## src/rtl/lsu_pkg.sv

```systemverilog
// Shared RV32I load/store width codes, FSM state type and request legality helper.
package lsu_pkg;

   localparam logic [2:0] F3_B  = 3'd0;
   localparam logic [2:0] F3_H  = 3'd1;
   localparam logic [2:0] F3_W  = 3'd2;
   localparam logic [2:0] F3_BU = 3'd4;
   localparam logic [2:0] F3_HU = 3'd5;

   typedef enum logic [1:0] {
      IDLE   = 2'd0,
      ACCESS = 2'd1,
      WAIT   = 2'd2,
      DONE   = 2'd3
   } lsu_state_e;

   // Misaligned halfword/word, reserved width codes, and unsigned-store codes all fault.
   function automatic logic lsu_illegal(input logic we, input logic [2:0] funct3,
                                        input logic [1:0] addr_lo);
      logic bad;
      bad = 1'b0;
      case (funct3)
         F3_B, F3_BU: bad = 1'b0;
         F3_H, F3_HU: bad = addr_lo[0];
         F3_W:        bad = (addr_lo != 2'b00);
         default:     bad = 1'b1;
      endcase
      return bad | (we & (funct3 > F3_W));
   endfunction

endpackage

```

## src/rtl/lsu_lane_align.sv

```systemverilog
// Combinational lane logic: store byte enables and replication, load shift and extension.
module lsu_lane_align
   import lsu_pkg::*;
(
   input  logic [2:0]  funct3_i,
   input  logic [1:0]  addr_lo_i,
   input  logic [31:0] wdata_i,
   input  logic [31:0] rdata_i,
   output logic [3:0]  wbe_o,
   output logic [31:0] wdat_o,
   output logic [31:0] rdat_o
);

   logic [31:0] shifted;

   assign shifted = rdata_i >> {addr_lo_i, 3'b000};

   always_comb begin
      wbe_o  = 4'b0000;
      wdat_o = wdata_i;
      case (funct3_i)
         F3_B: begin
            wbe_o  = 4'b0001 << addr_lo_i;
            wdat_o = {4{wdata_i[7:0]}};
         end
         F3_H: begin
            wbe_o  = 4'b0011 << {addr_lo_i[1], 1'b0};
            wdat_o = {2{wdata_i[15:0]}};
         end
         F3_W:    wbe_o = 4'b1111;
         default: wbe_o = 4'b0000;
      endcase
   end

   always_comb begin
      rdat_o = 32'h0;
      case (funct3_i)
         F3_B:    rdat_o = {{24{shifted[7]}}, shifted[7:0]};
         F3_H:    rdat_o = {{16{shifted[15]}}, shifted[15:0]};
         F3_W:    rdat_o = shifted;
         F3_BU:   rdat_o = {24'h0, shifted[7:0]};
         F3_HU:   rdat_o = {16'h0, shifted[15:0]};
         default: rdat_o = 32'h0;
      endcase
   end

endmodule

```

## src/rtl/load_store_unit.sv

```systemverilog
// Single-outstanding RV32I load/store unit: one strobe cycle per access, fixed-latency read
// return, and a held response until the core takes it.
module load_store_unit
   import lsu_pkg::*;
#(
   parameter int READ_LATENCY = 1
) (
   input  logic        clk,
   input  logic        reset_n,
   input  logic        req_valid,
   output logic        req_ready,
   input  logic        req_we,
   input  logic [2:0]  req_funct3,
   input  logic [31:0] req_addr,
   input  logic [31:0] req_wdata,
   output logic        resp_valid,
   input  logic        resp_ready,
   output logic [31:0] resp_rdata,
   output logic        resp_err,
   output logic [31:0] data_addr,
   output logic [31:0] data_write,
   output logic [3:0]  data_write_byte,
   output logic        data_read_valid,
   output logic        data_write_valid,
   input  logic [31:0] data_read
);

   localparam logic [1:0] CNT_LAST = 2'(READ_LATENCY - 1);

   lsu_state_e  state_q;
   logic [1:0]  cnt_q;
   logic        we_q;
   logic [2:0]  funct3_q;
   logic [31:0] addr_q;
   logic        ready_q, rvalid_q, err_q, rstb_q, wstb_q;
   logic [31:0] rdata_q, wdat_q;
   logic [3:0]  wbe_q;

   logic        idle;
   logic [2:0]  al_funct3_d;
   logic [1:0]  al_addr_lo_d;
   logic [3:0]  al_wbe_d;
   logic [31:0] al_wdat_d, al_rdat_d;

   // Stores are lane-positioned at acceptance; loads are extracted from the latched request.
   assign idle         = (state_q == IDLE);
   assign al_funct3_d  = idle ? req_funct3    : funct3_q;
   assign al_addr_lo_d = idle ? req_addr[1:0] : addr_q[1:0];

   lsu_lane_align u_lane_align (
      .funct3_i  (al_funct3_d),
      .addr_lo_i (al_addr_lo_d),
      .wdata_i   (req_wdata),
      .rdata_i   (data_read),
      .wbe_o     (al_wbe_d),
      .wdat_o    (al_wdat_d),
      .rdat_o    (al_rdat_d)
   );

   always_ff @(posedge clk or negedge reset_n) begin
      if (!reset_n) begin
         state_q  <= IDLE;
         cnt_q    <= 2'd0;
         we_q     <= 1'b0;
         funct3_q <= 3'd0;
         addr_q   <= 32'h0;
         ready_q  <= 1'b1;
         rvalid_q <= 1'b0;
         err_q    <= 1'b0;
         rdata_q  <= 32'h0;
         rstb_q   <= 1'b0;
         wstb_q   <= 1'b0;
         wbe_q    <= 4'b0000;
         wdat_q   <= 32'h0;
      end else begin
         case (state_q)
            IDLE: begin
               if (req_valid) begin
                  we_q     <= req_we;
                  funct3_q <= req_funct3;
                  addr_q   <= req_addr;
                  ready_q  <= 1'b0;
                  if (lsu_illegal(req_we, req_funct3, req_addr[1:0])) begin
                     state_q  <= DONE;
                     rvalid_q <= 1'b1;
                     err_q    <= 1'b1;
                     rdata_q  <= 32'h0;
                  end else begin
                     state_q <= ACCESS;
                     rstb_q  <= ~req_we;
                     wstb_q  <= req_we;
                     wbe_q   <= req_we ? al_wbe_d : 4'b0000;
                     wdat_q  <= req_we ? al_wdat_d : 32'h0;
                  end
               end
            end
            ACCESS: begin
               rstb_q <= 1'b0;
               wstb_q <= 1'b0;
               wbe_q  <= 4'b0000;
               wdat_q <= 32'h0;
               cnt_q  <= 2'd0;
               if (we_q) begin
                  state_q  <= DONE;
                  rvalid_q <= 1'b1;
                  err_q    <= 1'b0;
                  rdata_q  <= 32'h0;
               end else begin
                  state_q <= WAIT;
               end
            end
            WAIT: begin
               if (cnt_q == CNT_LAST) begin
                  state_q  <= DONE;
                  cnt_q    <= 2'd0;
                  rvalid_q <= 1'b1;
                  err_q    <= 1'b0;
                  rdata_q  <= al_rdat_d;
               end else begin
                  cnt_q <= cnt_q + 2'd1;
               end
            end
            DONE: begin
               if (resp_ready) begin
                  state_q  <= IDLE;
                  ready_q  <= 1'b1;
                  rvalid_q <= 1'b0;
                  err_q    <= 1'b0;
                  rdata_q  <= 32'h0;
               end
            end
            default: state_q <= IDLE;
         endcase
      end
   end

   assign req_ready        = ready_q;
   assign resp_valid       = rvalid_q;
   assign resp_rdata       = rdata_q;
   assign resp_err         = err_q;
   assign data_addr        = addr_q;
   assign data_write       = wdat_q;
   assign data_write_byte  = wbe_q;
   assign data_read_valid  = rstb_q;
   assign data_write_valid = wstb_q;

endmodule

```

## config.mk

```make
export PLATFORM = sky130hd
export DESIGN_NAME = load_store_unit
export DESIGN_NICKNAME = d
export VERILOG_FILES = /design/src/rtl/lsu_pkg.sv /design/src/rtl/lsu_lane_align.sv /design/src/rtl/load_store_unit.sv
export SDC_FILE = /design/constraint.sdc
export NUM_CORES = 1
export LEC_CHECK = 0
export CORE_AREA = 2 2 126 128
export DETAILED_ROUTE_END_ITERATION = 16
export DIE_AREA = 0 0 128 130
export HOLD_SLACK_MARGIN = 0.1
export PLACE_DENSITY = 0.71
export REMOVE_ABC_BUFFERS = 1
export SLEW_MARGIN = 20
export SYNTH_ARGS = -nofsm -noshare
export SYNTH_HDL_FRONTEND = slang
export SYNTH_SLANG_ARGS = --single-unit
```

## constraint.sdc

```tcl
create_clock -name clk -period 2.7 [get_ports clk]
set_clock_uncertainty 0.15 [all_clocks]
set_input_delay 0.27 -clock clk [delete_from_list [all_inputs] [get_ports clk]]
set_output_delay 0.27 -clock clk [all_outputs]
set_load 0.01 [all_outputs]
```

==> summary.md <==
| Metric | Value |
|---|---|
| Clk Latency, worst-skew pair | `0.40 ns` |
| Area Growth Syn to Fin | `56.7%` |
| Antenna violations before repair | `0` |
| Hold slack | `0.117 ns` |
| Fin area | `8530 um2` |
| Synthesized instance count | `507` |
| Async S/R FF share, synth | `100%` |
| Clk sinks | `113` |
| Max Buffers Root-to-Sink | `2` |
| #FFs+latches synth | `113` |
| Top-count cell post-synth | `dfrtp_1` |
| Vias/cell | `5.16` |
| RSZ-0062 raised after global routing | `true` |
| Synthesized area | `5440 um2` |
| R2R Setup Slk | `0.13 ns` |
| Max cap viols | `0` |
| Post-synth EDFFs | `0` |
| Yosys top cell by area | `dfrtp_1` |
| CP peak stage delay | `0.61 ns` |
| Die ar. | `16600 um2` |
| Worst-margin pin slew | `0.580 ns` |
| Crit path DAT | `2.74 ns` |
| Clock power frac | `21.1%` |
| Setup CP Type | `reg2reg` |
| Cell Area, Placed | `7920 um2` |
| Via count | `4878` |
| ANT cells | `0` |
| Peak supply drop | `0.563 mV` |
| DRC errors left | `0` |
| Clk root buf | `clkbuf_16` |
| WL final | `16700 um` |
| Critical path buffers and inverters | `2` |
| Synth cell types | `45` |
| Layout cells sized above 1 | `16.9%` |
| Tcrit/Tclk final | `95.3%` |
| # setup viols final | `0` |
| Core area | `15400 um2` |
| I/O pin cnt | `209` |
| Die Wd | `128 um` |
| Rel. slew slack | `61.3%` |
| Tmin final | `2.57 ns` |
| Power Density | `1180 nW/um2` |
| Starting density of the core | `35.3%` |
| Vias in the first global route | `5019` |
| CTS Buf Count | `17` |
| Gr usage total | `20.3%` |
| Net Sw Frac | `36.8%` |
| Area contributors post-synth | `dfrtp_1 51%, mux2_2 9.5%, nand2_1 4.8%` |
| Hold WC Path Type | `in2async` |
| DRT iter0 DRCs | `249` |
| Hpwl dp | `12600 um` |
| Yosys warns | `0` |
| Sequential area share after synthesis | `52.0%` |
| Antenna-violating nets left | `0` |
| Seq pwr share | `27.5%` |
| Final net count | `851` |
| Synth top area share | `51.5%` |
| Total congestion overflow | `0` |
| Largest net degree at the start of global routing | `64` |
| Drt wl/cell | `17.6 um` |
| RR Startpoint | `state_q[0]` |
| Synth Area per Inst | `10.7 um2` |
| FF-to-FF End | `data_write[16]` |
| CTS H-tree depth | `4` |
| Row Count | `46` |
| GP Congestion | `0.911` |
| CP delay by family, top | `simple AND/OR/NAND/NOR gates` |
| Power Total | `10.1 mW` |
| Status | `finished clean` |
| Die height | `130 um` |
| Post-synth top cells | `112 x dfrtp_1, 70 x nand2_1, 47 x o21ai_0, 46 x mux2_2, 39 x nor2_1` |
| First-pass GRT wire length | `26200 um` |
| Crit path capture type | `register` |
| WP data required | `2.86 ns` |
| Main synth FF type | `dfrtp_1` |
| CP Max Fanout | `14` |
| Critical Path Slowest Stage Cell | `or3b_1` |
| CTS tree | `built` |
| Clock transition at the registers of the reported paths | `0.05 ns` |
| Reg2Reg Depth | `7` |
| I/O Buffers | `208` |
| First drt pass iteration count | `7` |
| Comb pwr share | `51.5%` |
| Internal | `6.38 mW` |
| Max Clock Freq | `0.389 GHz` |
| Endpoints failing hold | `0` |
| Net Sw Power | `3.71 mW` |
| Leak | `3.65 nW` |
| Setup crit start kind | `register` |
| Fin. max-slew vios | `0` |
| Crit-path cells | `inv_1 > ha_2 > buf_4 > a21boi_2 > nand4_1 > or3b_1 > o21ai_0` |
==> logic make-up (layout without fill, tap and decap cells) <==
| group | Yosys count | count (layout) | synth area share [%] |
|---|---|---|---|
| compound gates | 128 | 128 | 16.0 |
| mux | 74 | 74 | 14.8 |
| flops | 113 | 113 | 52.0 |
| buf+inv | 34 | 280 | 3.10 |
| simple gates | 152 | 152 | 12.7 |
| fa+ha+maj | 6 | 6 | 1.38 |
==> power by group through the flow <==
stage / clock network (mW) / registers (mW) / logic (mW)
6_report: 2.13 / 2.77 / 5.19
5_1_grt: 2.26 / 2.86 / 5.61
4_1_cts: 2.18 / 2.78 / 5.19
3_3_place_gp: 0 / 2.76 / 5.04
3_5_place_dp: 0 / 2.80 / 5.16
2_1_floorplan: 0 / 2.98 / 2.36
==> per-layer routing <==
metal  wire length, um  GRT usage (%)
met3               913           4.88
met5                 0              0
met2              8400           34.0
met4               453           9.37
met1              6880           24.9
==> layout make-up <==
class / count / area [um2]
multi-input combinational: 360 / 2460
clock buffer: 27 / 523
fill: 1346 / 6900
tap: 192 / 240
clock inverter: 4 / 47.5
timing repair buffer: 242 / 2400
sequential: 113 / 2830
inverter: 7 / 26.3
==> worst max path at each step <==
stage / startpoint / endpoint / slack (ns) / depth (start not counted)
finish: state_q[0] / data_write[16] / 0.13 / 7
global route: state_q[0] / data_write[31] / -0.03 / 9
CTS: state_q[0] / data_write[24] / 0.02 / 9
detailed placement: req_addr[0] / resp_rdata[10] / -0.06 / 7
global placement: req_addr[0] / resp_rdata[14] / 0.1 / 7
floorplan: state_q[0] / resp_rdata[30] / -0.60 / 7
==> placed cells by master, fill, tap and decap left out, types with 12 or more instances in the layout <==
cell             netlist  final
o21ai_0               47     43
nand3_1               12     12
a22o_1                14     14
a21oi_1               25     24
nand2_1               70     70
mux2i_1               26     26
a211oi_1              15     15
nor2_1                39     38
clkbuf_16              0     17
mux2_2                46     46
dfrtp_1              112    112
clkdlybuf4s50_1        0    207
buf_4                  0     29
==> flip-flops by register name, indices dropped and copies added (netlist names) <==
| signal | flops |
|---|---|
| resp_rdata | 32 |
| data_addr | 32 |
| we_q | 1 |
| funct3_q | 3 |
| data_write_valid | 1 |
| data_write_byte | 4 |
| state_q | 2 |
| data_read_valid | 1 |
| req_ready | 1 |
| data_write | 32 |
| cnt_q | 2 |
| resp_valid | 1 |
| resp_err | 1 |
==> through the flow <==
step / TNS (ns) / util [%] / setup slack (ns) / cells
after CTS: 0 / 55.1 / 0.0173 / 943
after detailed placement: -0.234 / 51.3 / -0.0560 / 911
after floorplan: -26.99 / - / -0.604 / 480
after global placement: 0 / 51.3 / 0.0957 / 911
after global routing: -0.0687 / 55.3 / -0.0255 / 945
final: 0 / 55.3 / 0.128 / 945
==> timing repair <==
action | 4_1_cts | 5_1_grt
hold buffers | 1 | 0
pin swaps | 0 | 1
gates resized for setup | 1 | 8
setup endpoints to repair | 7 | 54
setup buffers | 0 | 2
hold endpoints to repair | 112 | 0
No activity file was read; power rests on OpenSTA's default activity.
